[src/rtl/apb_pkg.sv]
// Shared APB definitions: transfer-phase state enum and default bus widths.
// Also used by the UART APB slave.
package apb_pkg;

    localparam int unsigned APB_ADDR_W = 32;
    localparam int unsigned APB_DATA_W = 32;

    typedef enum logic [1:0] {
        IDLE   = 2'd0,
        SETUP  = 2'd1,
        ACCESS = 2'd2
    } apb_state_e;

endpackage

[src/rtl/apb_master.sv]
// APB requester: accepts one command at a time on a valid/ready channel,
// runs the SETUP/ACCESS handshake, and returns a one-cycle response pulse.
// Optional macro APB_MASTER_TIMEOUT_EN: abort an ACCESS phase after TIMEOUT
// consecutive cycles with PREADY low, answering with an error response.
module apb_master
    import apb_pkg::*;
#(
    parameter int unsigned ADDR_W  = APB_ADDR_W,
    parameter int unsigned DATA_W  = APB_DATA_W,
    parameter int unsigned TIMEOUT = 16
) (
    input  logic                PCLK,
    input  logic                PRESETn,

    input  logic                cmd_valid,
    output logic                cmd_ready,
    input  logic                cmd_write,
    input  logic [ADDR_W-1:0]   cmd_addr,
    input  logic [DATA_W-1:0]   cmd_wdata,
    input  logic [DATA_W/8-1:0] cmd_strb,

    output logic                rsp_valid,
    output logic [DATA_W-1:0]   rsp_rdata,
    output logic                rsp_err,

    output logic                PSEL,
    output logic                PENABLE,
    output logic [ADDR_W-1:0]   PADDR,
    output logic                PWRITE,
    output logic [DATA_W-1:0]   PWDATA,
    output logic [DATA_W/8-1:0] PSTRB,
    input  logic [DATA_W-1:0]   PRDATA,
    input  logic                PREADY,
    input  logic                PSLVERR
);

    apb_state_e state;
    apb_state_e state_nxt;
    logic       accept;
    logic       xfer_end;
    logic       xfer_tmo;

`ifdef APB_MASTER_TIMEOUT_EN
    localparam int unsigned CNT_W = $clog2(TIMEOUT + 1);

    logic [CNT_W-1:0] tmo_cnt;

    // Count consecutive stalled ACCESS cycles; any other cycle restarts the count
    always_ff @(posedge PCLK) begin
        if (!PRESETn) begin
            tmo_cnt <= '0;
        end else if (state == ACCESS && !PREADY && !xfer_tmo) begin
            tmo_cnt <= tmo_cnt + CNT_W'(1);
        end else begin
            tmo_cnt <= '0;
        end
    end

    // Abort on the stalled cycle that would bring the count to TIMEOUT
    always_comb begin
        xfer_tmo = (state == ACCESS) && !PREADY && (tmo_cnt == CNT_W'(TIMEOUT - 1));
    end
`else
    logic unused_timeout;
    assign unused_timeout = (TIMEOUT != 0);

    // No timeout: ACCESS waits for PREADY indefinitely
    always_comb begin
        xfer_tmo = 1'b0;
    end
`endif

    // State register
    always_ff @(posedge PCLK) begin
        if (!PRESETn) begin
            state <= IDLE;
        end else begin
            state <= state_nxt;
        end
    end

    // Next-state decode and phase-dependent bus controls
    always_comb begin
        state_nxt = state;
        cmd_ready = 1'b0;
        PSEL      = 1'b0;
        PENABLE   = 1'b0;
        xfer_end  = 1'b0;
        unique case (state)
            IDLE: begin
                cmd_ready = 1'b1;
                if (cmd_valid) begin
                    state_nxt = SETUP;
                end
            end
            SETUP: begin
                PSEL      = 1'b1;
                state_nxt = ACCESS;
            end
            ACCESS: begin
                PSEL    = 1'b1;
                PENABLE = 1'b1;
                if (PREADY || xfer_tmo) begin
                    xfer_end  = 1'b1;
                    state_nxt = IDLE;
                end
            end
            default: begin
                state_nxt = IDLE;
            end
        endcase
        accept = cmd_valid && cmd_ready;
    end

    // Latch the accepted command onto the bus and register the response
    always_ff @(posedge PCLK) begin
        if (!PRESETn) begin
            PADDR     <= '0;
            PWRITE    <= 1'b0;
            PWDATA    <= '0;
            PSTRB     <= '0;
            rsp_valid <= 1'b0;
            rsp_rdata <= '0;
            rsp_err   <= 1'b0;
        end else begin
            rsp_valid <= xfer_end;
            if (accept) begin
                PADDR  <= cmd_addr;
                PWRITE <= cmd_write;
                PWDATA <= cmd_wdata;
                PSTRB  <= cmd_write ? cmd_strb : '0;
            end
            if (xfer_end) begin
                rsp_rdata <= (PWRITE || xfer_tmo) ? '0 : PRDATA;
                rsp_err   <= PSLVERR || xfer_tmo;
            end
        end
    end

endmodule

[config.mk]
export PLATFORM = sky130hd
export DESIGN_NAME = apb_master
export DESIGN_NICKNAME = d
export VERILOG_FILES = /design/src/rtl/apb_pkg.sv /design/src/rtl/apb_master.sv
export SDC_FILE = /design/constraint.sdc
export NUM_CORES = 1
export LEC_CHECK = 0
export CAP_MARGIN = 40
export CORE_AREA = 2 2 107 109
export DETAILED_ROUTE_END_ITERATION = 8
export DIE_AREA = 0 0 109 111
export HOLD_SLACK_MARGIN = 0.06
export PLACE_DENSITY = 0.82
export SLEW_MARGIN = 40
export SYNTH_ARGS = -nofsm -noshare
export SYNTH_HDL_FRONTEND = slang
export SYNTH_SLANG_ARGS = --single-unit
[constraint.sdc]
create_clock -name PCLK -period 1.8 [get_ports PCLK]
set_input_delay 0.18 -clock PCLK [delete_from_list [all_inputs] [get_ports PCLK]]
set_output_delay 0.18 -clock PCLK [all_outputs]
set_load 0.05 [all_outputs]
==> impl_metrics.json <==
{
  "synth.distinct_cells": 25,
  "rr_worst_depth": 6,
  "core_um2": 11100,
  "antenna_found_initial": 0,
  "fmax_mhz": 589,
  "max-clock-path-buffers": 2,
  "yosysWarnings": 0,
  "drive_above_1_share_pct": 5.48,
  "crit_chain": "clkdlybuf4s50_1",
  "max_cap_viol_count": 0,
  "finalSetupViolations": 0,
  "max_stage_delay_ns": 0.82,
  "final_area_um2": 6290,
  "hold_ws_ns": 0.319,
  "min-delay-path-class": "in -> reg",
  "synth_top_area_cell": "dfxtp_1",
  "postSynthCellCount": 397,
  "cp.arrival_ns": 1.52,
  "ys_seq_area_share_pct": 55.6,
  "rsz0062_at_grt": "false",
  "drc": 0,
  "via_per_inst": 4.71,
  "fin_nets": 706,
  "utilization_pct": 56.8,
  "start_util_pct": 34.1,
  "pin_count": 212,
  "overflow": 0,
  "yosysTopAreaCellShare_pct": 55.6,
  "grt_max_degree": 43,
  "fin_crit_ns": 1.70,
  "crit_path_top_delay_cell": "clkdlybuf4s50_1",
  "cts_hold_buf": 0,
  "clock_skew_ns": 0.00352,
  "synth_area_um2": 3780,
  "p_per_area_nw_per_um2": 933,
  "crit_type": "reg -> out",
  "path_max_fanout": 2,
  "antennaDiodeCount": 0,
  "clock-sinks": 105,
  "fin_cells": 745,
  "grtUsageTotal_pct": 17.3,
  "finalCritPeriodShare_pct": 94.4,
  "fin_setup_tns_ns": 0,
  "die_y_um": 111,
  "drt_wl_total_um": 10400,
  "worst_setup_path_start_kind": "register",
  "row_count": 39,
  "rr_endpoint": "PWDATA[5]",
  "dieArea_um2": 12100,
  "cp.required_ns": 1.62,
  "dr_total_vias": 3511,
  "dp_hpwl_um": 7690,
  "min_to": "PWRITE",
  "drt_iter0_drc": 158,
  "finalMaxSlewViolations": 0,
  "worstSkewPairLatency_ns": 0.34,
  "worstHoldPathCells": 2,
  "area.growth.synth_to_final_pct": 66.4,
  "die_w_um": 109,
  "ant_nets": 0,
  "cts-root-buf": "clkbuf_16",
  "io_buffers": 211,
  "ys_ff_latch": 105,
  "hold_viol": 0,
  "dp.cells": 729,
  "ff2ff_setup_slack_ns": 0.28,
  "cts-buffers-inserted": 9,
  "synth_area_per_cell_um2": 9.52,
  "p_leak_nw": 2.35,
  "min_from": "PRESETn",
  "place_area_um2": 5990,
  "routabilityCongestion": 0.756,
  "grt_pass1_wl_um": 16300,
  "path_delay_family": "buffers and inverters",
  "grt_pass1_vias": 3364,
  "rr_startpoint": "state[0]",
  "status": "finished, final reports clean",
  "worst_pin_slew_ns": 0.547,
  "cp.buffers_inverters": 1,
  "relSlewSlack_pct": 63.4,
  "synthesis.nets": 506,
  "dr.pass1.iters": 4,
  "crit_path_end_kind": "output port",
  "wl_per_cell_um": 14.0,
  "htreeDepth": 3,
  "peakVddDrop_mv": 0.714,
  "cts_tree": "built",
  "ys_top_cells_by_area": "dfxtp_1 56%, nand2_1 14%, a21boi_0 13%",
  "clk_pin_slew_ns": 0.06
}
## flip-flops by register name, indices dropped and copies added (netlist names)
name and flops:
PADDR 32, PSTRB 4, PWDATA 32, PWRITE 1, rsp_err 1, rsp_rdata 32, rsp_valid 1, state 2
## how the worst max path moves through the flow
stage               depth (start not counted)           from  slack [ns]       endpoint
floorplan                                   7       state[0]        0.08      PADDR[25]
global placement                            5      cmd_valid        0.35       PSTRB[3]
detailed placement                          5      cmd_valid        0.25       PADDR[9]
CTS                                         1  rsp_rdata[27]        0.07  rsp_rdata[27]
global route                                1  rsp_rdata[27]        0.04  rsp_rdata[27]
finish                                      1  rsp_rdata[27]        0.10  rsp_rdata[27]
## layout by cell type (no fill, tap or decap)
cell type / n
bufinv_16: 1
clkinvlp_4: 2
nand2_2: 2
a21oi_1: 2
buf_12: 5
or2b_1: 1
clkdlybuf4s50_1: 206
buf_2: 1
a21boi_1: 5
buf_4: 6
ha_1: 2
clkinv_2: 2
clkbuf_8: 1
and2_4: 1
a41o_1: 1
dlygate4sd2_1: 1
and2_2: 1
nor2_1: 1
clkbuf_1: 1
a21boi_0: 65
o21ai_0: 1
inv_1: 2
nor2b_1: 1
nor3b_4: 1
clkbuf_16: 9
nand2b_1: 1
and3_1: 1
ha_2: 1
nand3_1: 5
nand2_1: 136
a22o_1: 32
dfxtp_1: 105
## report_power, final
| part | switching (W) | leakage [nW] | internal (W) |
|---|---|---|---|
| Clock | 0.000824 | 0.142 | 0.00111 |
| Sequential | 0.0000706 | 0.857 | 0.00246 |
| Combinational | 0.000834 | 1.35 | 0.000573 |
| Total | 0.00173 | 2.35 | 0.00414 |
## metal layers
metal  wire length (um)  GRT usage (%)
met5                  0              0
met4                204           6.58
met3               1070           7.82
met2               4920           28.2
met1               4220           19.5
## metrics by stage
stage / setup slack, ns / power (W)
2_1_floorplan: 0.0769 / 0.00340
3_3_place_gp: 0.354 / 0.00397
3_5_place_dp: 0.253 / 0.00400
4_1_cts: 0.0650 / 0.00597
5_1_grt: 0.0366 / 0.00614
6_report: 0.101 / 0.00587
## synth_stat cells (all sizes together)
master / count
and2: 2
inv: 2
nor2: 1
a41o: 1
nor2b: 1
o21ai: 1
or2b: 1
a22o: 32
ha: 3
buf: 21
clkbuf: 9
dfxtp: 105
a21boi: 70
nand2: 138
nor3b: 1
a21oi: 2
nand3: 5
nand2b: 1
and3: 1
## timing repair
item / CTS / global route
setup endpoints to repair: 1 / 0
gates resized for setup: 1 / 0
setup buffers: 0 / 0
## final cells by class
class,instances,area [um2]
fillers,923,4790
well taps,143,179
multi-input cells,260,1480
repair buffers,219,2220
flip-flops and latches,105,2100
clock buffers,11,243
inverters,2,7.51
clock inverters,5,55.1
## cell families after synthesis
kind of cell | synth area share, %
AO/OA/AOI/OAI | 22.0
adder cells (fa/ha/maj) | 0.993
buffers and inverters | 5.33
flip-flops | 55.6
AND/OR/NAND/NOR | 16.1
No activity file was read; power rests on OpenSTA's default activity.
